$ cat src/rtl/spi_target.sv
// SPI mode-0 target: one byte per transfer, MSB first, with a strobe/ready CPU handshake.
// All SPI pins are oversampled in raw_clk through synchronizers and registered edge pulses.
module spi_target #(
  parameter logic [7:0] FILL_BYTE   = 8'hff,
  parameter int         SYNC_STAGES = 2
) (
  input  logic       raw_clk,
  input  logic       reset,
  input  logic       spi_cs,
  input  logic       spi_clk,
  input  logic       spi_mosi,
  output logic       spi_miso,
  output logic       spi_miso_oe,
  input  logic [7:0] tx_data,
  input  logic       tx_strobe,
  output logic       tx_pending,
  output logic [7:0] rx_data,
  output logic       rx_ready,
  input  logic       rx_ready_clear,
  output logic       overrun,
  output logic       selected,
  output logic [7:0] byte_count
);

  typedef enum logic {IDLE, ACTIVE} state_t;

  state_t state, state_next;

  logic [SYNC_STAGES-1:0] cs_pipe, sclk_pipe, mosi_pipe;
  logic cs_sync, sclk_sync, mosi_sync;
  logic cs_prev, sclk_prev;
  logic cs_fall, cs_rise, sclk_rise, sclk_fall;

  logic [7:0] tx_hold, tx_shift, reload_byte;
  logic [6:0] rx_shift;
  logic [2:0] bit_count;
  logic       start, stop, bit_rise, bit_fall, reload, complete;

  assign cs_sync   = cs_pipe[SYNC_STAGES-1];
  assign sclk_sync = sclk_pipe[SYNC_STAGES-1];
  assign mosi_sync = mosi_pipe[SYNC_STAGES-1];

  // CS synchronizer resets low so a CS already held low at reset release produces no falling edge
  always_ff @(posedge raw_clk) begin
    if (reset) begin
      cs_pipe   <= '0;
      sclk_pipe <= '0;
      mosi_pipe <= '0;
      cs_prev   <= 1'b0;
      sclk_prev <= 1'b0;
      cs_fall   <= 1'b0;
      cs_rise   <= 1'b0;
      sclk_rise <= 1'b0;
      sclk_fall <= 1'b0;
    end else begin
      cs_pipe   <= {cs_pipe[SYNC_STAGES-2:0], spi_cs};
      sclk_pipe <= {sclk_pipe[SYNC_STAGES-2:0], spi_clk};
      mosi_pipe <= {mosi_pipe[SYNC_STAGES-2:0], spi_mosi};
      cs_prev   <= cs_sync;
      sclk_prev <= sclk_sync;
      cs_fall   <= cs_prev & ~cs_sync;
      cs_rise   <= ~cs_prev & cs_sync;
      sclk_rise <= ~sclk_prev & sclk_sync;
      sclk_fall <= sclk_prev & ~sclk_sync;
    end
  end

  always_ff @(posedge raw_clk) begin
    if (reset) state <= IDLE;
    else       state <= state_next;
  end

  always_comb begin
    state_next = state;
    start      = 1'b0;
    stop       = 1'b0;
    bit_rise   = 1'b0;
    bit_fall   = 1'b0;
    case (state)
      IDLE: begin
        if (cs_fall) begin
          state_next = ACTIVE;
          start      = 1'b1;
        end
      end
      ACTIVE: begin
        if (cs_rise) begin
          state_next = IDLE;
          stop       = 1'b1;
        end else begin
          bit_rise = sclk_rise;
          bit_fall = sclk_fall;
        end
      end
      default: state_next = IDLE;
    endcase
  end

  assign reload      = start | (bit_fall & (bit_count == 3'd0));
  assign complete    = bit_rise & (bit_count == 3'd7);
  assign reload_byte = tx_pending ? tx_hold : FILL_BYTE;

  assign selected    = (state == ACTIVE);
  assign spi_miso_oe = selected;
  assign spi_miso    = selected & tx_shift[7];

  // A byte completion takes priority over a coincident rx_ready_clear
  always_ff @(posedge raw_clk) begin
    if (reset) begin
      tx_hold    <= 8'h00;
      tx_pending <= 1'b0;
      tx_shift   <= 8'h00;
      rx_shift   <= 7'h00;
      rx_data    <= 8'h00;
      rx_ready   <= 1'b0;
      overrun    <= 1'b0;
      bit_count  <= 3'd0;
      byte_count <= 8'h00;
    end else begin
      if (tx_strobe) begin
        tx_hold    <= tx_data;
        tx_pending <= 1'b1;
      end else if (reload) begin
        tx_pending <= 1'b0;
      end

      if (rx_ready_clear && !complete) begin
        rx_ready <= 1'b0;
        overrun  <= 1'b0;
      end

      if (start) begin
        bit_count  <= 3'd0;
        byte_count <= 8'h00;
        tx_shift   <= reload_byte;
      end

      if (stop) bit_count <= 3'd0;

      if (bit_rise) begin
        rx_shift  <= {rx_shift[5:0], mosi_sync};
        bit_count <= bit_count + 3'd1;
        if (complete) begin
          rx_data  <= {rx_shift, mosi_sync};
          rx_ready <= 1'b1;
          if (rx_ready && !rx_ready_clear) overrun <= 1'b1;
          if (byte_count != 8'hff) byte_count <= byte_count + 8'd1;
        end
      end

      if (bit_fall) begin
        if (bit_count == 3'd0) tx_shift <= reload_byte;
        else                   tx_shift <= {tx_shift[6:0], 1'b0};
      end
    end
  end

endmodule

$ cat config.mk
export PLATFORM = sky130hd
export DESIGN_NAME = spi_target
export DESIGN_NICKNAME = d
export VERILOG_FILES = /design/src/rtl/spi_target.sv
export SDC_FILE = /design/constraint.sdc
export NUM_CORES = 1
export LEC_CHECK = 0
export BUFFER_PORTS_ARGS = -buffer_cell sky130_fd_sc_hd__buf_4
export CAP_MARGIN = 20
export CORE_MARGIN = 5
export CORE_UTILIZATION = 50
export CTS_BUF_LIST = sky130_fd_sc_hd__clkbuf_16
export CTS_CLUSTER_DIAMETER = 80
export DETAILED_ROUTE_END_ITERATION = 8
export GPL_TIMING_DRIVEN = 0
export PLACE_DENSITY = 0.71
export RECOVER_POWER = 100
export SYNTH_ARGS = -nofsm -noshare
export SYNTH_HDL_FRONTEND = slang
export SYNTH_SLANG_ARGS = --single-unit
$ cat constraint.sdc
create_clock -name raw_clk -period 2.44 [get_ports raw_clk]
set_input_delay 0.488 -clock raw_clk [delete_from_list [all_inputs] [get_ports raw_clk]]
set_output_delay 0.488 -clock raw_clk [all_outputs]
set_load 0.03 [all_outputs]
==> results.md, run 1 <==
- Status: completed
- Power density over cell area: 822.7 nW/µm²
- Clock Skew: 0.004463 ns
- RR Startpoint: bit_count[1]
- Grt met1 use: 19.87%
- Resize count post-CTS: 0
- Die ar.: 6085 µm²
- Synth top area cells: dfxtp_1 (50%), mux2i_1 (6.5%), nand2_1 (5.8%)
- Post-Route WL: 4722 µm
- Via count: 1,885
- Post-Syn Area: 2312 µm²
- #FFs+latches synth: 58
- Yosys warning count: 0
- Global-route wire length before repair: 7886 µm
- Worst path cell trace: ha_1, ha_1, and4b_1, clkbuf_1, clkbuf_1, nand2_1, a21oi_1
- Max FO, Critical Path: 10
- Hpwl dp: 3332 µm
- Final Util: 64.80%
- Pre-Repair DR Iteration Count: 4
- Hold path start: reset
- Post-Synth Adder-Cell Area: 2.165%
- CTS hold repair buffers: 0
- Total gr overflow: 0
- RSZ-0062 raised after global routing: no
- Vias per cell: 5.251
- Final layout net count: 321
- Die Wd: 78.01 µm
- Setup_tns: 0 ns
- Largest family of logic cells by synthesized area: simple AND/OR/NAND/NOR gates
- GR Util met2: 25.71%
- Largest net degree at the start of global routing: 12
- Crit path from: bit_count[1]
- CTS buffer count: 9
- Wire per inst: 13.15 µm
- Element type at the critical path end: flip-flop
- Drc violations: 0
- Setup Viol. Count Final: 0
- N_diodes: 0
- Cells after Synth: 256
- Area of the core: 4414 µm²
- Worst hold path class: input pin to flip-flop
- Unique masters post-synth: 39
- Sequential-to-total area share from yosys stat: 50.22%
- Tightest Pin Transition: 0.6254 ns
- Part of the cycle the worst path needs: 77.12%
- Syn Area/Cell: 9.032 µm²
- Hold Path Depth: 2
- Mux cell area share after synthesis: 7.143%
- Overall die height: 78.01 µm
- Fmax: 531.4 MHz
- Design Area, Final: 2860 µm²
- Top_reg_cell synth: dfxtp_1
- Peak supply drop: 0.5430 mV
- Async S/R FF share, synth: 0%
- MaxCap Viol Count: 0
- Fin worst setup slack: 0.5582 ns
- DP Area: 2640 µm²
- Worst Setup Start Kind: flip-flop
- Final cell count without fillers: 359
- Pwr Total: 2.353 mW
- Placed Instances: 343
- Reg2reg end: rx_data[7]
- Initial Util: 52.38%
- Final Hold Vio Count: 0
- Syn-to-layout area delta: 23.70%
- Final ANT Viol Nets: 0
- Layout cell share with drive strength beyond 1: 10.42%
- Worst reg2reg path depth: 7
- Lkg Pwr: 1.131 nW
- Worst Hold Path EP: sclk_prev
- Clock Sinks: 58
- Critical path data arrival time: 2.13 ns
- WHS: 0.3592 ns
- DP Worst Slack: 0.6865 ns
- Met3 global-route usage: 4.282%
- Leading area contributor after synthesis: dfxtp_1
- Synthesized net count: 275
- Post-route minimum period: 1.882 ns
- GRT busiest layer: met2
- Crit Path Class: flip-flop to flip-flop
- Critical Path RT: 2.69 ns
- I/O pins: 37
- Initial antenna violation count: 0
- Post-CTS Setup Inserts: 0
- TritonCTS clock tree: yes
- Compound-Gate Fraction of Synth Area: 13.42%
- Most common cell in the synthesized netlist: dfxtp_1
- Port Buffer Count: 35
- Initial DRC count: 145
- Reg clk slew, reported paths: 0.05 ns
- Fill cell count: 398
- Synth top cells by count: dfxtp_1 (58), nand2_1 (36), nor2_1 (28), a21oi_1 (22), mux2i_1 (15)
- CP peak stage delay: 0.38 ns
- Clk buf depth: 2
- Critical-path top delay cell: clkbuf_1
- Vias in the first global route: 1,758
- Site row count: 24
- Overall Global Routing Usage: 16.15%
- H-tree Lvls: 3
- CTS root buf: clkbuf_16
- Max-Slew Margin vs Limit: 58.31%
- Top cell type's share of synthesized area: 50.22%
- Final max-slew violation count: 0
- Clk_lat worst skew: 0.32 ns
- Post-synthesis xor/xnor area fraction: 0%
- Placer Congestion: 0.8087
- FF-to-FF setup slack: 0.56 ns
- Simple-Gate Fraction of Synth Area: 23.27%
- EDFF count, synth: 0
[area by class of cell]
type / count / area (µm²) / area share [%]
plain buffers: 14 / 57.56 / 2.012
clock buffers: 9 / 225.2 / 7.874
clock inverters: 7 / 85.08 / 2.975
inverters: 5 / 18.77 / 0.6562
multi-input cells: 179 / 1060 / 37.05
flip-flops and latches: 58 / 1161 / 40.59
well taps: 52 / 65.06 / 2.275
repair buffers: 35 / 187.7 / 6.562
[state kept, by name, summed over array words and instances, names as in the netlist, 2 cells and up]
name / count
tx_hold: 8
rx_data: 8
bit_count: 3
mosi_pipe: 2
sclk_pipe: 2
tx_shift: 8
rx_shift: 7
byte_count: 8
cs_pipe: 2
[critical path, delay by kind of cell, from the launching register on]
family / cells / cell delay (ns)
DFF: 1 / 0.35
adders and majority gates: 2 / 0.33
buffers and inverters: 2 / 0.72
and+or+nand+nor: 2 / 0.30
AOI/OAI and AO/OA: 1 / 0.12
[metal layers]
metal | wire [µm] | vias to the layer above
met5 | 0 | -
li1 | - | 974
met1 | 2229 | 864
met4 | 116 | 0
met3 | 171 | 11
met2 | 2204 | 36
[power breakdown]
part	switching, mW	internal [mW]	total, mW
combinational	0.0439	0.0410	0.0849
sequential	0.0122	0.968	0.981
clock	0.408	0.880	1.29
[cells by family after synthesis]
logic type	after synthesis
adder cells (fa/ha/maj)	4
multiplexers	16
flip-flops	58
AO/OA/AOI/OAI	49
AND/OR/NAND/NOR	110
buffers and inverters	19
[cell usage in the layout (no fill, tap or decap), types with 2 or more instances in the layout]
cell type,instances
a211oi_1,9
a21oi_1,22
a22oi_1,2
a31oi_1,3
and2_1,2
buf_4,14
bufinv_16,2
clkbuf_1,32
clkbuf_16,9
clkbuf_4,2
clkinv_2,2
dfxtp_1,58
ha_1,4
inv_1,6
mux2i_1,15
nand2_1,36
nand2b_1,10
nand3_1,4
nand3b_1,3
nand4_1,2
nor2_1,28
nor2b_1,13
nor3b_1,3
nor4_1,2
o21ai_0,4
o22ai_1,2
[how the worst max path moves through the flow]
stage	end	slack [ns]	cells after the start
after CTS	byte_count[2]	0.68	7
after detailed placement	byte_count[2]	0.69	7
final	rx_data[7]	0.56	7
after floorplan	byte_count[0]	0.73	5
after global placement	byte_count[2]	0.72	7
after global routing	overrun	0.40	7
Note: power is estimated with default switching activity, not from simulation.
==> inputs of run 2 (changes only) <==
- clock period: 2.44 -> 1.93 ns (I/O delays scaled with it)
==> run 2 against run 1 <==
- non-clock buffer count unchanged
- critical path type unchanged
- maximum frequency up 7.9%
- die area unchanged
- largest cell class unchanged
- largest power group unchanged
- power up 26%
- critical endpoint is now overrun
- clock-buffer cell count unchanged
- first-iteration DRC count down 5.5%
- combinational power up 26%
==> results.md, run 2 (synthesis gave the netlist of run 1 again) <==
- Status: completed
- Worst hold path class: input pin to flip-flop
- Largest net degree at the start of global routing: 12 (unchanged)
- Post-Route WL: 4720 µm (about the same)
- Global-route wire length before repair: 7886 µm (unchanged)
- Pwr Total: 2.975 mW (+26%)
- Final layout net count: 321 (unchanged)
- Initial antenna violation count: 0 (unchanged)
- N_diodes: 0 (unchanged)
- Reg2reg end: overrun
- RR Startpoint: bit_count[0]
- Hpwl dp: 3332 µm (unchanged)
- Placer Congestion: 0.8087 (unchanged)
- Critical path data arrival time: 1.93 ns (-0.20 ns)
- Via count: 1,887 (+0.11%)
- Reg clk slew, reported paths: 0.05 ns (about the same)
- Pre-Repair DR Iteration Count: 4 (unchanged)
- I/O pins: 37 (unchanged)
- Max FO, Critical Path: 10 (unchanged)
- CTS buffer count: 9 (unchanged)
- Critical Path RT: 2.12 ns (-0.57 ns)
- Worst Setup Start Kind: flip-flop
- Initial Util: 52.38% (unchanged)
- Clock Skew: 0.004463 ns (+0.00000003000 ns)
- Final max-slew violation count: 0 (unchanged)
- WHS: 0.2572 ns (-0.1020 ns)
- Total gr overflow: 0 (unchanged)
- H-tree Lvls: 3 (unchanged)
- Worst reg2reg path depth: 7 (unchanged)
- Die Wd: 78.01 µm (unchanged)
- Most common cell after layout, fill and taps aside: dfxtp_1
- Resize count post-CTS: 0 (unchanged)
- Final Hold Vio Count: 0 (unchanged)
- Post-route minimum period: 1.745 ns (-0.1371 ns)
- Area of the core: 4414 µm² (unchanged)
- Clock Sinks: 58 (unchanged)
- Power density over cell area: 1039 nW/µm² (+26%)
- Clk buf depth: 2 (unchanged)
- Layout cell share with drive strength beyond 1: 11.07% (+0.65 points)
- Fmax: 573.2 MHz (+7.9%)
- RSZ-0062 raised after global routing: no
- Overall Global Routing Usage: 16.15% (unchanged)
- Overall die height: 78.01 µm (unchanged)
- Element type at the critical path end: flip-flop
- Lkg Pwr: 1.137 nW (+0.53%)
- Peak supply drop: 0.6864 mV (+26%)
- CTS root buf: clkbuf_16
- Vias per cell: 5.256 (+0.11%)
- Worst Hold Path EP: sclk_prev
- Crit Path Class: flip-flop to flip-flop
- Vias in the first global route: 1,758 (unchanged)
- Setup_tns: 0 ns (unchanged)
- TritonCTS clock tree: yes
- FF-to-FF setup slack: 0.19 ns (-0.37 ns)
- Wire per inst: 13.15 µm (about the same)
- Port Buffer Count: 35 (unchanged)
- Setup Viol. Count Final: 0 (unchanged)
- Max-Slew Margin vs Limit: 58.22% (-0.086 points)
- Clk_lat worst skew: 0.32 ns (about the same)
- Drc violations: 0 (unchanged)
- Final ANT Viol Nets: 0 (unchanged)
- Syn-to-layout area delta: 23.81% (about the same)
- Site row count: 24 (unchanged)
- Hold Path Depth: 2 (unchanged)
- Die ar.: 6085 µm² (unchanged)
- Most frequent cells in the layout: dfxtp_1 (58), nand2_1 (36), clkbuf_1 (30)
- Initial DRC count: 137 (-5.5%)
- MaxCap Viol Count: 0 (unchanged)
- Tightest Pin Transition: 0.6266 ns (+0.001284 ns)
- Post-CTS Setup Inserts: 0 (unchanged)
- CTS hold repair buffers: 0 (unchanged)
- Hold path start: reset
- Part of the cycle the worst path needs: 90.40% (+13 points)
## run 2: critical path: stages, from the launching register on
cell,delay [ns]
dfxtp_1,0.31
ha_1,0.20
ha_1,0.19
and4b_1,0.19
clkbuf_2,0.18
clkbuf_1,0.25
a2bb2oi_1,0.24
nor2_1,0.05
## run 2: per-layer routing
layer  vias up  wire length [µm]  global-route usage (%)
met2        36              2207                   25.71
met4         0               116                   8.615
li1        974                 -                       -
met3        11               171                   4.282
met5         -                 0                       0
met1       866              2225                   19.87
## run 2: area by class of cell
type / instances / area, µm²
buffer: 14 / 60.06
clock buffer: 9 / 225.2
clock inverter: 7 / 85.08
fill: 397 / 1551
inverter: 5 / 18.77
multi-input combinational: 179 / 1060
sequential: 58 / 1161
tap: 52 / 65.06
timing repair buffer: 35 / 187.7
## run 2: where the power goes
group	switching [mW]	leakage [nW]	total, mW	internal (mW)
clock network	0.515	0.154	1.63	1.11
registers	0.0155	0.471	1.24	1.22
logic	0.0556	0.512	0.107	0.0518
## run 2: worst max path at each step
stage | from | cells past startpoint | to | slack [ns]
after floorplan | byte_count[0] | 5 | byte_count[0] | 0.22
after global placement | bit_count[0] | 7 | byte_count[2] | 0.21
after detailed placement | bit_count[0] | 7 | byte_count[2] | 0.18
after CTS | bit_count[0] | 7 | byte_count[2] | 0.17
after global routing | bit_count[0] | 7 | overrun | 0.04
final | bit_count[0] | 7 | overrun | 0.19
## run 2: through the flow
stage / worst slack (ns) / instance area (µm²) / util, % / cells
after floorplan: 0.2235 / 2312 / - / 256
after global placement: 0.2104 / 2640 / 59.81 / 343
after detailed placement: 0.1765 / 2640 / 59.81 / 343
after CTS: 0.1697 / 2950 / 66.84 / 359
after global routing: 0.03595 / 2863 / 64.85 / 359
final: 0.1853 / 2863 / 64.85 / 359
